<file path="config.mk">
export PLATFORM = sky130hd
export DESIGN_NAME = pipe_ctrl_flat
export DESIGN_NICKNAME = d
export VERILOG_FILES = /design/src/rtl/pipe_ctrl_pkg.sv /design/src/rtl/pipe_ctrl_if.sv /design/src/rtl/pipe_ctrl_hazard_det.sv /design/src/rtl/pipe_ctrl.sv /design/src/flat_wrapper.sv
export SDC_FILE = /design/constraint.sdc
export NUM_CORES = 1
export LEC_CHECK = 0
export ABC_AREA = 0
export ABC_CLOCK_PERIOD_IN_PS = 4300
export BUFFER_PORTS_ARGS = -buffer_cell sky130_fd_sc_hd__buf_2
export CAP_MARGIN = 15
export CORE_MARGIN = 4
export CORE_UTILIZATION = 50
export DETAILED_ROUTE_END_ITERATION = 7
export PLACE_DENSITY = 0.86
export SETUP_SLACK_MARGIN = 0.15
export SYNTH_ARGS = -nofsm -noshare
export SYNTH_HDL_FRONTEND = slang
export SYNTH_SLANG_ARGS = --single-unit
</file>
<file path="constraint.sdc">
create_clock -name clk -period 4.3 [get_ports clk]
set_clock_uncertainty 0.15 [all_clocks]
set_input_delay 0 -clock clk [delete_from_list [all_inputs] [get_ports clk]]
set_output_delay 0 -clock clk [all_outputs]
set_load 0.01 [all_outputs]
</file>
<file path="src/rtl/pipe_ctrl_pkg.sv">
// Shared definitions for the pipeline sequencing controller.
//   - ctrl_state_e : controller FSM encoding (RUN / FLUSH / HALT)
//   - NOP_INSN     : instruction loaded into IF/ID on a flush (addi x0,x0,0)
//   - REG_ADDR_W   : architectural register-address width
//   - sat_inc32    : saturating 32-bit increment used by the bubble counter
package pipe_ctrl_pkg;

  localparam int          REG_ADDR_W = 5;
  localparam logic [31:0] NOP_INSN   = 32'h0000_0013;

  typedef enum logic [1:0] {
    ST_RUN   = 2'd0,
    ST_FLUSH = 2'd1,
    ST_HALT  = 2'd2
  } ctrl_state_e;

  function automatic logic [31:0] sat_inc32(input logic [31:0] v);
    return (v == 32'hFFFF_FFFF) ? v : v + 32'd1;
  endfunction

endpackage

</file>
<file path="src/rtl/pipe_ctrl_if.sv">
// Bundle between the pipeline datapath and the sequencing controller.
// Handshake semantics: there is no valid/ready pair here. Every input is a
// per-cycle level sampled on the rising clk edge (resume_i is expected as a
// one-cycle pulse); every output is a same-cycle combinational control that
// the pipeline registers obey on the next rising edge.
//   master : pipeline side (drives status, consumes controls)
//   slave  : controller side (consumes status, drives controls)
//   state_dbg exposes the controller FSM state for checkers.
interface pipe_ctrl_if #(
  parameter int ADDR_W = 32
);
  import pipe_ctrl_pkg::*;

  // status from the pipeline
  logic                  jump_en_i;
  logic [ADDR_W-1:0]     jump_addr_i;
  logic                  ex_busy_i;
  logic [REG_ADDR_W-1:0] id_rs1_addr_i;
  logic [REG_ADDR_W-1:0] id_rs2_addr_i;
  logic                  id_rs1_used_i;
  logic                  id_rs2_used_i;
  logic [REG_ADDR_W-1:0] id_ex_rd_addr_i;
  logic                  id_ex_mem_rd_i;
  logic                  halt_req_i;
  logic                  resume_i;

  // controls to the pipeline
  logic                  pc_hold_o;
  logic                  pc_load_o;
  logic [ADDR_W-1:0]     pc_load_addr_o;
  logic                  if_id_hold_o;
  logic                  if_id_flush_o;
  logic                  id_ex_hold_o;
  logic                  id_ex_flush_o;
  logic                  halted_o;
  logic                  stall_timeout_o;
  logic [31:0]           bubble_cnt_o;
  ctrl_state_e           state_dbg;

  modport master (
    output jump_en_i, jump_addr_i, ex_busy_i, id_rs1_addr_i, id_rs2_addr_i,
           id_rs1_used_i, id_rs2_used_i, id_ex_rd_addr_i, id_ex_mem_rd_i,
           halt_req_i, resume_i,
    input  pc_hold_o, pc_load_o, pc_load_addr_o, if_id_hold_o, if_id_flush_o,
           id_ex_hold_o, id_ex_flush_o, halted_o, stall_timeout_o,
           bubble_cnt_o, state_dbg
  );

  modport slave (
    input  jump_en_i, jump_addr_i, ex_busy_i, id_rs1_addr_i, id_rs2_addr_i,
           id_rs1_used_i, id_rs2_used_i, id_ex_rd_addr_i, id_ex_mem_rd_i,
           halt_req_i, resume_i,
    output pc_hold_o, pc_load_o, pc_load_addr_o, if_id_hold_o, if_id_flush_o,
           id_ex_hold_o, id_ex_flush_o, halted_o, stall_timeout_o,
           bubble_cnt_o, state_dbg
  );

endinterface

</file>
<file path="src/rtl/pipe_ctrl_hazard_det.sv">
// Load-use hazard detector (purely combinational).
// Ports:
//   rs1_addr, rs2_addr : source registers of the instruction in ID
//   rs1_used, rs2_used : ID instruction actually reads that source
//   rd_addr            : destination of the instruction in EX
//   mem_rd             : instruction in EX is a load
//   load_use           : ID needs a value the load in EX has not produced yet
module pipe_hazard_det
  import pipe_ctrl_pkg::*;
(
  input  logic [REG_ADDR_W-1:0] rs1_addr,
  input  logic [REG_ADDR_W-1:0] rs2_addr,
  input  logic                  rs1_used,
  input  logic                  rs2_used,
  input  logic [REG_ADDR_W-1:0] rd_addr,
  input  logic                  mem_rd,
  output logic                  load_use
);

  // x0 is never written, so a load targeting it cannot create a hazard.
  assign load_use = mem_rd & (rd_addr != '0) &
                    ((rs1_used & (rs1_addr == rd_addr)) |
                     (rs2_used & (rs2_addr == rd_addr)));

endmodule

</file>
<file path="src/rtl/pipe_ctrl.sv">
// Pipeline sequencing controller: turns taken jumps, multicycle-EX stalls,
// load-use hazards and debug halt/resume into hold/flush/load controls for
// the PC, IF/ID and ID/EX registers.
// Ports:
//   clk, rst : core clock, synchronous active-high reset
//   bus      : pipe_ctrl_if.slave (status in, controls out, state_dbg)
// Parameters:
//   FLUSH_CYCLES  : cycles IF/ID stays flushed after a taken jump (1..8)
//   STALL_TIMEOUT : consecutive ex_busy_i cycles that trip the watchdog
//   ADDR_W        : PC / jump target width
module pipe_ctrl
  import pipe_ctrl_pkg::*;
#(
  parameter int FLUSH_CYCLES  = 1,
  parameter int STALL_TIMEOUT = 64,
  parameter int ADDR_W        = 32
) (
  input  logic      clk,
  input  logic      rst,
  pipe_ctrl_if.slave bus
);

  localparam int FCNT_W = 3;
  localparam int WCNT_W = (STALL_TIMEOUT > 1) ? $clog2(STALL_TIMEOUT) : 1;
  localparam logic [FCNT_W-1:0] FCNT_RELOAD = FCNT_W'(FLUSH_CYCLES - 1);
  localparam logic [WCNT_W-1:0] WCNT_MAX    = WCNT_W'(STALL_TIMEOUT - 1);

  ctrl_state_e       state_q, state_d;
  logic [FCNT_W-1:0] fcnt_q, fcnt_d;
  logic [WCNT_W-1:0] wcnt_q;
  logic              flag_q;
  logic [31:0]       bubble_q;

  logic              load_use;
  logic              wd_hit;

  logic              pc_hold, pc_load, if_id_hold, if_id_flush;
  logic              id_ex_hold, id_ex_flush;
  logic [ADDR_W-1:0] pc_load_addr;

  pipe_hazard_det u_hazard (
    .rs1_addr (bus.id_rs1_addr_i),
    .rs2_addr (bus.id_rs2_addr_i),
    .rs1_used (bus.id_rs1_used_i),
    .rs2_used (bus.id_rs2_used_i),
    .rd_addr  (bus.id_ex_rd_addr_i),
    .mem_rd   (bus.id_ex_mem_rd_i),
    .load_use (load_use)
  );

  // Next-state and controls. Everything is forced to 0 while rst is high so
  // an abandoned flush or halt cannot leak controls into the reset cycle.
  always_comb begin
    state_d      = state_q;
    fcnt_d       = fcnt_q;
    pc_hold      = 1'b0;
    pc_load      = 1'b0;
    pc_load_addr = '0;
    if_id_hold   = 1'b0;
    if_id_flush  = 1'b0;
    id_ex_hold   = 1'b0;
    id_ex_flush  = 1'b0;

    if (!rst) begin
      case (state_q)
        ST_RUN: begin
          if (bus.jump_en_i) begin
            // EX owns the jump, so a concurrent ex_busy_i is irrelevant.
            pc_load      = 1'b1;
            pc_load_addr = bus.jump_addr_i;
            if_id_flush  = 1'b1;
            id_ex_flush  = 1'b1;
            if (FLUSH_CYCLES > 1) begin
              state_d = ST_FLUSH;
              fcnt_d  = FCNT_RELOAD;
            end
          end else if (bus.ex_busy_i) begin
            pc_hold    = 1'b1;
            if_id_hold = 1'b1;
            id_ex_hold = 1'b1;
          end else if (load_use) begin
            // One bubble is enough: next cycle the load has left EX.
            pc_hold     = 1'b1;
            if_id_hold  = 1'b1;
            id_ex_flush = 1'b1;
          end else if (bus.halt_req_i) begin
            state_d     = ST_HALT;
            pc_hold     = 1'b1;
            if_id_hold  = 1'b1;
            id_ex_flush = 1'b1;
          end
        end

        ST_FLUSH: begin
          // Only bubbles are in flight, so busy and load-use do not matter.
          if_id_flush = 1'b1;
          id_ex_flush = 1'b1;
          if (bus.jump_en_i) begin
            pc_load      = 1'b1;
            pc_load_addr = bus.jump_addr_i;
            fcnt_d       = FCNT_RELOAD;
          end else begin
            fcnt_d = fcnt_q - 1'b1;
            if (fcnt_q == FCNT_W'(1)) state_d = ST_RUN;
          end
        end

        ST_HALT: begin
          // Keep the front end frozen while the instruction in EX drains.
          pc_hold     = 1'b1;
          if_id_hold  = 1'b1;
          id_ex_flush = 1'b1;
          if (bus.jump_en_i) begin
            // The redirect wins over the freeze; IF/ID flush beats its hold.
            pc_hold      = 1'b0;
            pc_load      = 1'b1;
            pc_load_addr = bus.jump_addr_i;
            if_id_hold   = 1'b0;
            if_id_flush  = 1'b1;
          end
          if (bus.resume_i && !bus.halt_req_i) state_d = ST_RUN;
        end

        default: state_d = ST_RUN;
      endcase
    end
  end

  // Watchdog trips in the STALL_TIMEOUT-th consecutive busy cycle itself.
  assign wd_hit = bus.ex_busy_i & (wcnt_q == WCNT_MAX);

  always_ff @(posedge clk) begin
    if (rst) begin
      state_q  <= ST_RUN;
      fcnt_q   <= '0;
      wcnt_q   <= '0;
      flag_q   <= 1'b0;
      bubble_q <= '0;
    end else begin
      state_q <= state_d;
      fcnt_q  <= fcnt_d;
      if (!bus.ex_busy_i)       wcnt_q <= '0;
      else if (wcnt_q != WCNT_MAX) wcnt_q <= wcnt_q + 1'b1;
      if (wd_hit)      flag_q   <= 1'b1;
      if (id_ex_flush) bubble_q <= sat_inc32(bubble_q);
    end
  end

  assign bus.pc_hold_o       = pc_hold;
  assign bus.pc_load_o       = pc_load;
  assign bus.pc_load_addr_o  = pc_load_addr;
  assign bus.if_id_hold_o    = if_id_hold;
  assign bus.if_id_flush_o   = if_id_flush;
  assign bus.id_ex_hold_o    = id_ex_hold;
  assign bus.id_ex_flush_o   = id_ex_flush;
  assign bus.halted_o        = ~rst & (state_q == ST_HALT);
  assign bus.stall_timeout_o = ~rst & (flag_q | wd_hit);
  assign bus.bubble_cnt_o    = rst ? 32'd0 : bubble_q;
  assign bus.state_dbg       = rst ? ST_RUN : state_q;

endmodule

</file>
<file path="src/flat_wrapper.sv">
// flat-port wrapper written by rule: the top's interface ports become plain ports
module pipe_ctrl_flat import pipe_ctrl_pkg::*;
#(
  parameter int FLUSH_CYCLES  = 1,
  parameter int STALL_TIMEOUT = 64,
  parameter int ADDR_W        = 32
)
  (clk, rst, bus_jump_en_i, bus_jump_addr_i, bus_ex_busy_i, bus_id_rs1_addr_i, bus_id_rs2_addr_i, bus_id_rs1_used_i, bus_id_rs2_used_i, bus_id_ex_rd_addr_i, bus_id_ex_mem_rd_i, bus_halt_req_i, bus_resume_i, bus_pc_hold_o, bus_pc_load_o, bus_pc_load_addr_o, bus_if_id_hold_o, bus_if_id_flush_o, bus_id_ex_hold_o, bus_id_ex_flush_o, bus_halted_o, bus_stall_timeout_o, bus_bubble_cnt_o, bus_state_dbg);
  pipe_ctrl_if #(.ADDR_W(ADDR_W)) bus_i ();
  input  logic clk;
  input  logic rst;
  input wire logic [$bits(bus_i.jump_en_i)-1:0] bus_jump_en_i;
  input wire logic [$bits(bus_i.jump_addr_i)-1:0] bus_jump_addr_i;
  input wire logic [$bits(bus_i.ex_busy_i)-1:0] bus_ex_busy_i;
  input wire logic [$bits(bus_i.id_rs1_addr_i)-1:0] bus_id_rs1_addr_i;
  input wire logic [$bits(bus_i.id_rs2_addr_i)-1:0] bus_id_rs2_addr_i;
  input wire logic [$bits(bus_i.id_rs1_used_i)-1:0] bus_id_rs1_used_i;
  input wire logic [$bits(bus_i.id_rs2_used_i)-1:0] bus_id_rs2_used_i;
  input wire logic [$bits(bus_i.id_ex_rd_addr_i)-1:0] bus_id_ex_rd_addr_i;
  input wire logic [$bits(bus_i.id_ex_mem_rd_i)-1:0] bus_id_ex_mem_rd_i;
  input wire logic [$bits(bus_i.halt_req_i)-1:0] bus_halt_req_i;
  input wire logic [$bits(bus_i.resume_i)-1:0] bus_resume_i;
  output wire logic [$bits(bus_i.pc_hold_o)-1:0] bus_pc_hold_o;
  output wire logic [$bits(bus_i.pc_load_o)-1:0] bus_pc_load_o;
  output wire logic [$bits(bus_i.pc_load_addr_o)-1:0] bus_pc_load_addr_o;
  output wire logic [$bits(bus_i.if_id_hold_o)-1:0] bus_if_id_hold_o;
  output wire logic [$bits(bus_i.if_id_flush_o)-1:0] bus_if_id_flush_o;
  output wire logic [$bits(bus_i.id_ex_hold_o)-1:0] bus_id_ex_hold_o;
  output wire logic [$bits(bus_i.id_ex_flush_o)-1:0] bus_id_ex_flush_o;
  output wire logic [$bits(bus_i.halted_o)-1:0] bus_halted_o;
  output wire logic [$bits(bus_i.stall_timeout_o)-1:0] bus_stall_timeout_o;
  output wire logic [$bits(bus_i.bubble_cnt_o)-1:0] bus_bubble_cnt_o;
  output wire logic [$bits(bus_i.state_dbg)-1:0] bus_state_dbg;
  assign bus_i.jump_en_i = bus_jump_en_i;
  assign bus_i.jump_addr_i = bus_jump_addr_i;
  assign bus_i.ex_busy_i = bus_ex_busy_i;
  assign bus_i.id_rs1_addr_i = bus_id_rs1_addr_i;
  assign bus_i.id_rs2_addr_i = bus_id_rs2_addr_i;
  assign bus_i.id_rs1_used_i = bus_id_rs1_used_i;
  assign bus_i.id_rs2_used_i = bus_id_rs2_used_i;
  assign bus_i.id_ex_rd_addr_i = bus_id_ex_rd_addr_i;
  assign bus_i.id_ex_mem_rd_i = bus_id_ex_mem_rd_i;
  assign bus_i.halt_req_i = bus_halt_req_i;
  assign bus_i.resume_i = bus_resume_i;
  assign bus_pc_hold_o = bus_i.pc_hold_o;
  assign bus_pc_load_o = bus_i.pc_load_o;
  assign bus_pc_load_addr_o = bus_i.pc_load_addr_o;
  assign bus_if_id_hold_o = bus_i.if_id_hold_o;
  assign bus_if_id_flush_o = bus_i.if_id_flush_o;
  assign bus_id_ex_hold_o = bus_i.id_ex_hold_o;
  assign bus_id_ex_flush_o = bus_i.id_ex_flush_o;
  assign bus_halted_o = bus_i.halted_o;
  assign bus_stall_timeout_o = bus_i.stall_timeout_o;
  assign bus_bubble_cnt_o = bus_i.bubble_cnt_o;
  assign bus_state_dbg = bus_i.state_dbg;
  pipe_ctrl #(.FLUSH_CYCLES(FLUSH_CYCLES), .STALL_TIMEOUT(STALL_TIMEOUT), .ADDR_W(ADDR_W)) u_core (.clk(clk), .rst(rst), .bus(bus_i));
endmodule
</file>
==> results_dict.tcl <==
set metrics [dict create \
    syn_avg_cell_area_um2 7.91 \
    dr.pass1.iters 4 \
    finalHoldViolations 0 \
    ys_ff_latch 40 \
    finalWirelength_um 7780 \
    utilization_pct 67.0 \
    synth_top_area_share_pct 30.5 \
    nFillCells 455 \
    p_leak_uw 0.00158 \
    cts_tree "done" \
    cts_hold_buf 4 \
    grt_overflow 0 \
    antenna_cells_inserted 0 \
    synth_nets 390 \
    ys_seq_area_share_pct 30.5 \
    grt_pass1_vias 2648 \
    fp.dieW_um 80.5 \
    seq_area_um2 801 \
    setup_viol 0 \
    clk_latency_ns 0.30 \
    net-switching-power_uw 213 \
    cts_max_level 2 \
    comb_power_share_pct 14.9 \
    end_kind "register" \
    cp.arrival_ns 2.76 \
    clockPowerShare_pct 38.9 \
    start_util_pct 51.4 \
    layout_commonest_cell "buf_2" \
    ir_drop_v 0.000173 \
    ios 130 \
    sw_frac_of_total_pct 26.0 \
    cap_violations 0 \
    multi_input_area_um2 1690 \
    worst-path-max-fanout 8 \
    rsz0062_at_grt "no" \
    grt.total_usage_pct 22.9 \
    synth_top_area_cell "dfxtp_1" \
    dieArea_um2 6480 \
    clock_tree.root_cell "clkbuf_8" \
    io_buffer_count 128 \
    vias_per_cell 5.39 \
    rows 26 \
    areaGrowthSynthToFinish_pct 30.1 \
    netlist_area_um2 2630 \
    grt_max_degree 73 \
    synth_cells 332 \
    hold_class "input port to output port" \
    yosys-top-cells-area "dfxtp_1 (30%), and2_1 (8.6%), nor2b_1 (8.3%), mux2_2 (8.1%), nor2_1 (4.7%)" \
    p_seq_share_pct 46.2 \
    ys_types 41 \
    required_ns 4.35 \
    ys_warn_count 0 \
    path_clk_slew_ns 0.08 \
    dpl.hpwl_um 5860 \
    maxSlewHeadroom_pct 50.6 \
    cp-start-kind "register" \
    cts_max_path_buffers 2 \
    max_freq_mhz 368 \
    status "complete, no violations" \
    drtAntennaViolNets 0 \
    nNetsFinal 511 \
    worstMarginPinSlew_ns 0.735 \
    cts_made_buffers 5 \
    instances_no_fill 524 \
    p_int_uw 604 \
    drc 0 \
    p_per_area_nw_per_um2 239 \
    final_max_slew_viol_count 0 \
    die_y_um 80.5 \
    globalplace.congestion 0.769 \
    place_inst 512 \
    coreArea_um2 5110 \
    detail_route.wl_per_cell_um 14.8 \
    antenna_found_initial 0 \
    fin_crit_ns 2.72 \
    layout_common_cells "buf_2 (128), dfxtp_1 (40), and2_1 (36)" \
    finalSetupTns_ns 0 \
    grt_pass1_wl_um 11900 \
    period_share_pct 63.2 \
    num_vias 2822 \
    postCtsResizedCells 0 \
    crit_type "register to register" \
    final_layout_size_suffix_gt1_share_pct 35.7 \
    postCtsSetupRepairBufs 0 \
    clock-sinks 40 \
    first_iter_violations 135 \
]
-- area by class of cell --
type	count	share of cell area [%]
Multi-Input combinational cell	266	49.4
Sequential cell	40	23.4
Timing Repair Buffer	136	20.8
Tap cell	70	2.56
Clock buffer	5	2.01
Clock inverter	3	1.35
Inverter	4	0.439
-- critical path, stage by stage (launching register included) --
cell     delay [ns]
dfxtp_1        0.41
and4_1         0.32
nand4_1        0.28
or2_2          0.39
nor3_1         0.63
nor4_1         0.14
mux2_2         0.30
-- path summary, 6_finish.rpt --
path	startpoint	end	slack [ns]	cells past startpoint
worst max-delay path	u_core.bubble_q[8]$_SDFFE_PP0P_	u_core.bubble_q[5]$_SDFFE_PP0P_	1.58	6
worst min-delay path	bus_jump_addr_i[15]	bus_pc_load_addr_o[15]	0.13	3
worst max register to register	u_core.bubble_q[8]$_SDFFE_PP0P_	u_core.bubble_q[5]$_SDFFE_PP0P_	1.58	6
worst min register to register	u_core.flag_q$_SDFFE_PP0P_	u_core.flag_q$_SDFFE_PP0P_	0.31	2
-- flip-flops by register name, indices dropped and copies added, names as in the netlist --
name / cells
u_core.bubble_q: 32
u_core.flag_q: 1
u_core.state_q: 1
u_core.wcnt_q: 6
-- synthesized netlist by cell type --
cell,n
nor2_1,33
and3_1,3
buf_2,1
o41ai_1,1
a21oi_1,12
ha_1,2
or3_1,6
buf_4,4
dfxtp_1,40
and4_1,5
conb_1,1
nand3_1,12
nor3_1,13
or4_1,7
o22ai_1,1
xor2_1,1
o21ai_0,11
mux2i_1,2
nor4_1,6
nand2b_1,2
buf_6,3
o31a_1,1
inv_1,4
a311oi_1,1
and2_1,36
a211oi_1,1
nor4b_1,1
nand3b_1,1
nand4_1,12
nor2b_1,35
a31oi_1,1
nand2_1,17
o21ai_2,1
xnor2_1,11
nor3b_1,6
a2111oi_4,1
mux2_2,19
or2_2,1
o31ai_1,3
clkbuf_1,13
buf_1,1
-- cells by family (layout without fill, tap and decap cells) --
family / Yosys count / in the layout / share of synthesized area, %
compound gates: 34 / 34 / 8.38
xor+xnor: 12 / 12 / 4.00
fa+ha+maj: 2 / 2 / 0.952
buf+inv: 26 / 148 / 5.19
flops: 40 / 40 / 30.5
mux: 21 / 21 / 8.90
other cells: 1 / 1 / 0.143
simple gates: 196 / 196 / 42.0
-- stage by stage --
step / hold slack, ns / instance area (um2) / setup WS [ns] / power, uW
floorplan: -0.0993 / 2630 / 2.04 / 456
global placement: 0.136 / 3260 / 1.83 / 501
detailed placement: 0.136 / 3260 / 1.64 / 505
CTS: 0.136 / 3420 / 1.62 / 820
global route: 0.160 / 3420 / 1.39 / 851
finish: 0.135 / 3420 / 1.58 / 817
-- layer usage --
| layer | global-route usage, % | vias up | wire length (um) |
|---|---|---|---|
| li1 | - | 1398 | - |
| met1 | 23.9 | 1315 | 3020 |
| met2 | 45.0 | 100 | 4040 |
| met3 | 5.94 | 9 | 637 |
| met4 | 5.57 | 0 | 76 |
| met5 | 0 | - | 0 |
-- power groups by stage --
stage,registers (uW),logic (uW),clock network [uW]
after floorplan,385,70.8,0
after global placement,386,115,0
after detailed placement,386,119,0
after CTS,378,122,321
after global routing,378,135,338
final,378,122,318
No activity file was read; power rests on OpenSTA's default activity.
